--- config.mk ---
export PLATFORM = sky130hd
export DESIGN_NAME = hilo_mult_unit_flat
export DESIGN_NICKNAME = d
export VERILOG_FILES = /design/src/rtl/hilo_mult_unit_if.sv /design/src/rtl/hilo_mult_unit.sv /design/src/flat_wrapper.sv
export SDC_FILE = /design/constraint.sdc
export NUM_CORES = 1
export LEC_CHECK = 0
export ABC_CLOCK_PERIOD_IN_PS = 8800
export CELL_PAD_IN_SITES_DETAIL_PLACEMENT = 0
export CELL_PAD_IN_SITES_GLOBAL_PLACEMENT = 2
export CORE_AREA = 2 2 288 290
export CTS_CLUSTER_SIZE = 25
export DETAILED_ROUTE_END_ITERATION = 12
export DIE_AREA = 0 0 290 292
export PLACE_DENSITY_LB_ADDON = 0.25
export SLEW_MARGIN = 20
export SYNTH_ARGS = -nofsm -noshare
export SYNTH_HDL_FRONTEND = slang
export SYNTH_SLANG_ARGS = --single-unit
--- constraint.sdc ---
create_clock -name Clk -period 8.8 [get_ports Clk]
set_clock_uncertainty 0.15 [all_clocks]
set_input_delay 1.76 -clock Clk [delete_from_list [all_inputs] [get_ports Clk]]
set_output_delay 1.76 -clock Clk [all_outputs]
set_load 0.05 [all_outputs]
--- src/rtl/hilo_mult_unit_if.sv ---
// Issue/result bundle between ALU control and the HI/LO multiply unit.
interface hilo_mult_unit_if;
    logic        Start;
    logic [4:0]  ALUOp;
    logic [31:0] A;
    logic [31:0] B;
    logic        MthiEn;
    logic        MtloEn;
    logic        Flush;
    logic        Busy;
    logic        Done;
    logic        Stall;
    logic [31:0] HI;
    logic [31:0] LO;
    logic [31:0] MulLo;

    modport master (
        output Start, ALUOp, A, B, MthiEn, MtloEn, Flush,
        input  Busy, Done, Stall, HI, LO, MulLo
    );

    modport slave (
        input  Start, ALUOp, A, B, MthiEn, MtloEn, Flush,
        output Busy, Done, Stall, HI, LO, MulLo
    );
endinterface

--- src/rtl/hilo_mult_unit.sv ---
// Iterative 32x32 shift-add multiply / multiply-accumulate unit with
// architectural HI/LO registers and a registered low word for mul.
module hilo_mult_unit (
    input  logic             Clk,
    input  logic             Reset,
    hilo_mult_unit_if.slave  bus
);
    localparam logic [4:0] OP_MULTU = 5'd26;
    localparam logic [4:0] OP_MSUB  = 5'd29;
    localparam logic [4:0] OP_MADD  = 5'd30;
    localparam logic [4:0] OP_MUL   = 5'd31;

    typedef enum logic [1:0] {S_IDLE, S_RUN, S_FINISH} state_t;

    state_t      state_q, state_d;
    logic [4:0]  op_q, op_d;
    logic        neg_q, neg_d;
    logic [31:0] mcand_q, mcand_d;
    logic [31:0] mplier_q, mplier_d;
    logic [63:0] product_q, product_d;
    logic [5:0]  count_q, count_d;
    logic [31:0] hi_q, hi_d;
    logic [31:0] lo_q, lo_d;
    logic [31:0] mullo_q, mullo_d;
    logic        done_q, done_d;

    logic        start_ok;
    logic        op_signed;
    logic [31:0] abs_a;
    logic [31:0] abs_b;
    logic [63:0] signed_p;

    // Only the four multiply-class opcodes launch an operation.
    assign start_ok  = bus.Start && (bus.ALUOp == OP_MULTU || bus.ALUOp == OP_MSUB ||
                                     bus.ALUOp == OP_MADD  || bus.ALUOp == OP_MUL);
    assign op_signed = (bus.ALUOp != OP_MULTU);
    // 0x80000000 negates to itself, which is its correct unsigned magnitude.
    assign abs_a     = bus.A[31] ? (32'd0 - bus.A) : bus.A;
    assign abs_b     = bus.B[31] ? (32'd0 - bus.B) : bus.B;
    assign signed_p  = neg_q ? (64'd0 - product_q) : product_q;

    // State register.
    always_ff @(posedge Clk or posedge Reset) begin
        if (Reset) state_q <= S_IDLE;
        else       state_q <= state_d;
    end

    // Next-state logic; Flush aborts from either busy state.
    always_comb begin
        state_d = state_q;
        case (state_q)
            S_IDLE:   if (start_ok) state_d = S_RUN;
            S_RUN:    if (bus.Flush) state_d = S_IDLE;
                      else if (count_q == 6'd31) state_d = S_FINISH;
            S_FINISH: state_d = S_IDLE;
            default:  state_d = S_IDLE;
        endcase
    end

    // Outputs decoded from state; Stall is purely combinational.
    always_comb begin
        bus.Busy  = (state_q != S_IDLE);
        bus.Stall = (state_q != S_IDLE) &&
                    ((bus.ALUOp >= 5'd26) || bus.MthiEn || bus.MtloEn);
    end

    // Datapath next values: operand latch, shift-add step, HI/LO writeback.
    always_comb begin
        op_d      = op_q;
        neg_d     = neg_q;
        mcand_d   = mcand_q;
        mplier_d  = mplier_q;
        product_d = product_q;
        count_d   = count_q;
        hi_d      = hi_q;
        lo_d      = lo_q;
        mullo_d   = mullo_q;
        done_d    = 1'b0;
        case (state_q)
            S_IDLE: begin
                if (bus.MthiEn) hi_d = bus.A;
                if (bus.MtloEn) lo_d = bus.A;
                if (start_ok) begin
                    op_d      = bus.ALUOp;
                    neg_d     = op_signed && (bus.A[31] ^ bus.B[31]);
                    mcand_d   = op_signed ? abs_a : bus.A;
                    mplier_d  = op_signed ? abs_b : bus.B;
                    product_d = '0;
                    count_d   = '0;
                end
            end
            S_RUN: begin
                if (!bus.Flush) begin
                    if (mplier_q[count_q[4:0]])
                        product_d = product_q + ({32'd0, mcand_q} << count_q);
                    count_d = count_q + 6'd1;
                end
            end
            S_FINISH: begin
                if (!bus.Flush) begin
                    done_d = 1'b1;
                    case (op_q)
                        OP_MULTU: {hi_d, lo_d} = signed_p;
                        OP_MADD:  {hi_d, lo_d} = {hi_q, lo_q} + signed_p;
                        OP_MSUB:  {hi_d, lo_d} = {hi_q, lo_q} - signed_p;
                        default:  mullo_d = signed_p[31:0];
                    endcase
                end
            end
            default: ;
        endcase
    end

    // Datapath registers.
    always_ff @(posedge Clk or posedge Reset) begin
        if (Reset) begin
            op_q      <= '0;
            neg_q     <= 1'b0;
            mcand_q   <= '0;
            mplier_q  <= '0;
            product_q <= '0;
            count_q   <= '0;
            hi_q      <= '0;
            lo_q      <= '0;
            mullo_q   <= '0;
            done_q    <= 1'b0;
        end else begin
            op_q      <= op_d;
            neg_q     <= neg_d;
            mcand_q   <= mcand_d;
            mplier_q  <= mplier_d;
            product_q <= product_d;
            count_q   <= count_d;
            hi_q      <= hi_d;
            lo_q      <= lo_d;
            mullo_q   <= mullo_d;
            done_q    <= done_d;
        end
    end

    assign bus.Done  = done_q;
    assign bus.HI    = hi_q;
    assign bus.LO    = lo_q;
    assign bus.MulLo = mullo_q;
endmodule

--- src/flat_wrapper.sv ---
// flat-port wrapper written by rule: the top's interface ports become plain ports
module hilo_mult_unit_flat 
  (Clk, Reset, bus_Start, bus_ALUOp, bus_A, bus_B, bus_MthiEn, bus_MtloEn, bus_Flush, bus_Busy, bus_Done, bus_Stall, bus_HI, bus_LO, bus_MulLo);
  hilo_mult_unit_if bus_i ();
  input  logic Clk;
  input  logic Reset;
  input wire logic [$bits(bus_i.Start)-1:0] bus_Start;
  input wire logic [$bits(bus_i.ALUOp)-1:0] bus_ALUOp;
  input wire logic [$bits(bus_i.A)-1:0] bus_A;
  input wire logic [$bits(bus_i.B)-1:0] bus_B;
  input wire logic [$bits(bus_i.MthiEn)-1:0] bus_MthiEn;
  input wire logic [$bits(bus_i.MtloEn)-1:0] bus_MtloEn;
  input wire logic [$bits(bus_i.Flush)-1:0] bus_Flush;
  output wire logic [$bits(bus_i.Busy)-1:0] bus_Busy;
  output wire logic [$bits(bus_i.Done)-1:0] bus_Done;
  output wire logic [$bits(bus_i.Stall)-1:0] bus_Stall;
  output wire logic [$bits(bus_i.HI)-1:0] bus_HI;
  output wire logic [$bits(bus_i.LO)-1:0] bus_LO;
  output wire logic [$bits(bus_i.MulLo)-1:0] bus_MulLo;
  assign bus_i.Start = bus_Start;
  assign bus_i.ALUOp = bus_ALUOp;
  assign bus_i.A = bus_A;
  assign bus_i.B = bus_B;
  assign bus_i.MthiEn = bus_MthiEn;
  assign bus_i.MtloEn = bus_MtloEn;
  assign bus_i.Flush = bus_Flush;
  assign bus_Busy = bus_i.Busy;
  assign bus_Done = bus_i.Done;
  assign bus_Stall = bus_i.Stall;
  assign bus_HI = bus_i.HI;
  assign bus_LO = bus_i.LO;
  assign bus_MulLo = bus_i.MulLo;
  hilo_mult_unit u_core (.Clk(Clk), .Reset(Reset), .bus(bus_i));
endmodule
After elaboration in Yosys (flattened, before gate mapping):

Index checks and enable logic that the tools add are counted.

* add/sub/neg operators: 7
* order comparisons: 2
* equal/unequal tests: 19
* shifts and indexed selects: 1
* muxes and demuxes: 28
* bitwise gates (word level): 3
* reductions and logical operators: 20

Operators by type and width (number)
* $mux W32: 8
* $mux W64: 4
* $pmux W32 S3: 2
* $add A64 B64 Y64: 2
* $pmux W32 S2: 2
* $pmux W64 S2: 1
* $shl A32 B6 Y64: 1
* $sub A1 B32 Y32 const A: 2
* $sub A1 B64 Y64 const A: 1
* $sub A64 B64 Y64: 1
* $eq A5 B5 Y1 const B: 7
* $mux W6: 2
* $pmux W6 S2: 1
* $reduce_and A4 Y1: 3
* $ne A2 B2 Y1 const B: 4
* $add A6 B1 Y6 const B: 1
* $eq A6 B5 Y1 const B: 1
* $lt A5 B6 Y1 const B: 1
* $mux W2: 3
* $reduce_and A3 Y1: 2
* $reduce_bool A2 Y1: 3
* $bmux W1 S5: 1
* $ge A5 B5 Y1 const B: 1
* $logic_or A1 B1 Y1: 5
* 14 further kinds: 21

* register bits after elaboration: 239
* input bits: 75
* output and inout bits: 99
* word-level logic and storage cells: 91

Depth between registers and ports, before layout:

* depth in word-level cells: 7
* mapped depth: 26
* depth with buffers taken out: 22

Worst setup path after synthesis:

No wires, ideal clock.

* path type: reg2reg
* from: register u_core.count_q[1]
* to: register u_core.product_q[59]
* setup time: 0.121 ns
* arrival: 5.176 ns
* data required time: 8.529 ns
* slack: 3.353 ns
* stages on the path, launching flop included: 25
* path buffers: 4
* period minus slack after synthesis: 5.447 ns
* path through: dfrtp_1 -> clkbuf_1 -> clkbuf_1 -> buf_2 -> buf_1 -> mux2_2 -> nor2_1 -> a21oi_1 -> nand2_1 -> nand2_1 -> o21ai_0 -> mux2i_1 -> and2_1 -> ha_1 -> nand2_1 -> or3_1 -> or2_2 -> o221a_2 -> o22ai_1 -> nor4_1 -> nor4_1 -> nor3_1 -> o21ai_0 -> xnor2_1 -> a22o_1

* word-level cells in the longest chain between the ends: 5
* elaborated cells between the ends (all ways): 9
* classes of those cells: add/sub (1); eq/ne (1); shift (1); mux (5); reduce/logical (1)

Ends and longest elaborated chain
* start: declaration: RTL line hilo_mult_unit.sv:21 `logic [5:0] count_q, count_d;`
* start signal: assignment: RTL line hilo_mult_unit.sv:133 `count_q <= count_d;`
* $shl A32 B6 Y64: RTL line hilo_mult_unit.sv:95 `product_d = product_q + ({32'd0, mcand_q} << count_q);`
* $add A64 B64 Y64: RTL line hilo_mult_unit.sv:95
* $mux W64: RTL line hilo_mult_unit.sv:94 `if (mplier_q[count_q[4:0]])`
* $mux W64: RTL line hilo_mult_unit.sv:93 `if (!bus.Flush) begin`
* $pmux W64 S2: RTL line hilo_mult_unit.sv:79 `case (state_q)`
* end signal: assignment: RTL line hilo_mult_unit.sv:132 `product_q <= product_d;`
* end: declaration: RTL line hilo_mult_unit.sv:20 `logic [63:0] product_q, product_d;`

Parallel ways exist; a longest one is shown, timed or not. The select of a mux whose other input is x is not followed.
A chain may end at the register's enable or synchronous reset.

Worst setup path after layout:

* from: register u_core.product_q[0]
* to: register u_core.hi_q[24] (netlist: u_core.bus.HI[24])

* word-level cells in the longest chain between the ends: 6
* elaborated cells between the ends (all ways): 7
* classes of those cells: add/sub (3); mux (4)

Ends and longest elaborated chain
* $sub A1 B64 Y64 *: RTL line hilo_mult_unit.sv:40 `assign signed_p = neg_q ? (64'd0 - product_q) : product_q;`
* $mux W64 *: RTL line hilo_mult_unit.sv:40
* via u_core.signed_p[15]: RTL line hilo_mult_unit.sv:31 `logic [63:0] signed_p;`
* $sub A64 B64 Y64 / $add A64 B64 Y64 (equally long branches): RTL line hilo_mult_unit.sv:105, hilo_mult_unit.sv:104
* $pmux W32 S3 *: RTL line hilo_mult_unit.sv:102 `case (op_q)`
* $mux W32 *: RTL line hilo_mult_unit.sv:100 `if (!bus.Flush) begin`
* $pmux W32 S2 *: RTL line hilo_mult_unit.sv:79
* end signal: assignment: RTL line hilo_mult_unit.sv:134 `hi_q <= hi_d;`
* end: declaration: RTL line hilo_mult_unit.sv:22 `logic [31:0] hi_q, hi_d;`

The timed path passes the listed nets; every way through them passes the cells marked *. The select of a mux whose other input is x is not followed.

==> reports/metrics.csv <==
stage,metric,value,unit
status,status,"finished, final reports clean",
synthesis,mux cell area share after synthesis,0.04206,
sta,measured slew at the worst slew-check pin,1034,ps
synthesis,Post-synth EDFFs,0,
critical_path,CP cell instances,or4_2 -> or2_2 -> or3_1 -> o41ai_1 -> xor2_1 -> inv_1 -> ha_1 -> inv_1 -> a21oi_1 -> nand2_1 -> nor3_1 -> nor3_1 -> o41ai_1 -> a311oi_1 -> o21ai_0 -> a311o_1 -> o31ai_1 -> a221oi_1,
clock_network,# hold bufs at CTS,0,
worst_hold_path,HP Start,u_core.mplier_q[31],
sta,Final Hold Vio Count,0,
sta,fin. max-slew vios,0,
worst_hold_path,Min-Delay Path Class,reg -> reg,
synthesis,Synth Area in Adders,0.09640,
sta,setup violators final,0,
synthesis,Ys Warns,0,
synthesis,Most used DFF post-synth,dfrtp_1,
critical_path,crit start category,register,
job,total of max-cap violations,0,
sta,Highest Clock Rate,141.9,MHz
route,drt wl/cell,25.58,microns
floorplan,initial core utilization,0.3274,
clock_network,post-CTS sizing,0,
synthesis,Synth Register Bits,239,
worst_hold_path,worst hold stages,2,
clock_network,total CTS buffers,35,
clock_network,Root Buffer,clkbuf_16,
worst_hold_path,Hold Path End,u_core.mplier_q[31],
floorplan,Std-Cell Rows,105,
route,ANT nets after route,0,
synthesis,Synth async-reset ratio,1.000,
synthesis,Post-Synth Simple-Gate Area,0.1987,
critical_path,"CP delay by family, top",compound AO/OA/AOI/OAI gates,
route,detailed-route DRC error count,0,
critical_path,crit-path max cell delay,900,ps
global_route,Congestion Overflow GR,0,
global_route,first-pass GRT wire length,176700,microns
placed_design,gpl congestion,0.9441,
pwr,leakage,12.95,nW
pwr,Pwr per Cell Area,434.4,nW/um^2
critical_path,worst reg2reg path startpoint,u_core.product_q[0],
sta,setup TNS,0,ps
floorplan,Die H,292,microns
global_route,vias in the first global route,26138,
sta,RSZ-0062 raised after global routing,no,
synthesis,Synth Area per Inst,7.512,sq um
final_layout,Util after Layout,0.3723,
synthesis,post-synth top area share,0.2239,
synthesis,Synth top cells by count,"nand2_1 (366), a21oi_1 (355), nor2_1 (338)",
synthesis,XOR/XNOR Fraction of Synth Area,0.07050,
critical_path,crit path DAT,7370,ps
final_layout,share of cells above drive strength 1,0.05730,
placed_design,port bufs,173,
critical_path,r2r setup slk,1750,ps
critical_path,Crit Path Class,reg -> reg,
synthesis,largest cells by area after synthesis,"dfrtp_1 (22%), ha_1 (9.4%), a21oi_1 (6.7%)",
synthesis,Cells after Synth,3556,
global_route,initial antenna violation count,1,
route,drt via density,5.901,
floorplan,Die W,290,microns
critical_path,CP Max Fanout,16,
synthesis,most common cell in the netlist,nand2_1,
clock_network,CTS max path bufs,3,
placed_design,hpwl dp,92480,microns
final_layout,# fillers,8765,
clock_network,post-CTS setup buffer count,0,
synthesis,"Seq/Total Area, Yosys",0.2239,
critical_path,reg2reg path depth,18,
floorplan,Core Box Area,81580,sq um
pwr,Worst VDD drop,0.1640,mV
floorplan,# IOs,174,
clock_network,Worst-path clk slew,70,ps
clock_network,H-tree Lvls,2,
sta,min Tclk post-route,7046,ps
floorplan,Die ar.,84680,sq um
synthesis,Compound-Gate Fraction of Synth Area,0.3088,
critical_path,worst path required time,9130,ps
sta,Worst slew margin,0.3043,
global_route,largest net degree at the start of global routing,133,
clock_network,CTS tree,built,
critical_path,CP Capture Type,register,
synthesis,largest family of logic cells by synthesized area,compound AO/OA/AOI/OAI gates,
clock_network,worst skew pair latency,590,ps
sta,Final period util,0.8007,
synthesis,synth unique cells,96,
route,initial DRC count,2404,
route,DRT Pass-1 Iters,6,
route,vias post-DR,27534,
critical_path,CP max stage cell,o41ai_1,
route,drt total wl,119400,microns
synthesis,Netlist Area Pre-Place,26710,sq um
synthesis,Synthesized Nets,3835,
critical_path,Worst R2R End,u_core.bus.HI[24],
synthesis,cell taking the most area after synthesis,dfrtp_1,
clock_network,# clock sinks,239,
final_layout,Synth-to-Final Area Change,13.72,%
critical_path,Buf/Inv on CP,2,
final_layout,Layout Nets,3848,
global_route,GRT Util Overall,0.2738,
## registers in the layout, indices dropped and copies added (netlist names)
register / flops
u_core.bus.LO: 32
u_core.bus.HI: 32
u_core.neg_q: 1
u_core.product_q: 64
u_core.state_q: 2
u_core.count_q: 6
u_core.op_q: 5
u_core.mplier_q: 32
u_core.bus.MulLo: 32
u_core.bus.Done: 1
u_core.mcand_q: 32
## per-stage QoR
| stage | std cells | power, mW | hold slack, ps | worst slack [ps] | area, sq um |
|---|---|---|---|---|---|
| 2_1_floorplan | 3556 | 8.406 | 288.5 | 330.2 | 26710 |
| 3_3_place_gp | 4602 | 11.50 | 300.1 | 2058 | 29150 |
| 3_5_place_dp | 4602 | 11.38 | 312.3 | 1904 | 29150 |
| 4_1_cts | 4665 | 12.99 | 324.9 | 1854 | 30360 |
| 5_1_grt | 4665 | 14.06 | 342.1 | 1265 | 30370 |
| 6_report | 4666 | 13.19 | 323.6 | 1754 | 30380 |
## worst max-delay path by stage
stage	startpoint	end	slack (ps)	cells past startpoint
after floorplan	Reset	u_core.bus.Done	330	1
after global placement	u_core.product_q[14]	u_core.bus.HI[29]	2060	17
after detailed placement	u_core.product_q[14]	u_core.bus.HI[31]	1900	18
after CTS	u_core.product_q[14]	u_core.bus.HI[31]	1850	18
after global routing	u_core.product_q[14]	u_core.bus.HI[31]	1270	18
final	u_core.product_q[0]	u_core.bus.HI[24]	1750	18
## logic make-up after synthesis
kind of cell / Yosys count
AOI/OAI and AO/OA: 1272
xor gates and xnor gates: 215
adders and majority gates: 204
buffers and inverters: 403
DFF: 239
muxes: 94
and+or+nand+nor: 1129
## report_power, final
part	switching, mW	leakage (nW)	internal, mW
combinational	6.87	9.35	3.25
sequential	0.261	3.02	1.26
clock	0.630	0.577	0.916
## area by class of cell
cell class,count,area (sq um),area share
Inverter,175,664.4,0.02187
Tap cell,1070,1339,0.04407
Sequential cell,239,5983,0.1970
Antenna cell,1,2.502,0.00008238
Multi-Input combinational cell,2914,19200,0.6322
Clock buffer,42,932.1,0.03069
Timing Repair Buffer,204,1968,0.06479
Clock inverter,21,282.8,0.009309
## worst min-delay path, delay by kind of cell (launching register included)
family	cells	cell delay (ps)
DFF	1	340
and+or+nand+nor	2	100
## routing by layer
metal	up-vias	GRT usage	wire [microns]
met5	-	0	0
met4	0	0.09324	4303
met3	144	0.02755	6048
met2	835	0.4402	53760
met1	13444	0.3826	55250
li1	13111	-	-
## cell usage in the layout, fill, tap and decap left out, types with 67 or more instances in the layout
master           count
xnor2_1            111
nor2_1             335
o31ai_1             86
nand2_1            365
o21ai_0            299
xor2_1             104
inv_1              172
dfrtp_1            237
a22o_1              72
ha_1               201
nor3_1              67
clkdlybuf4s50_1    173
a21oi_1            354
No activity file was read; power rests on OpenSTA's default activity.
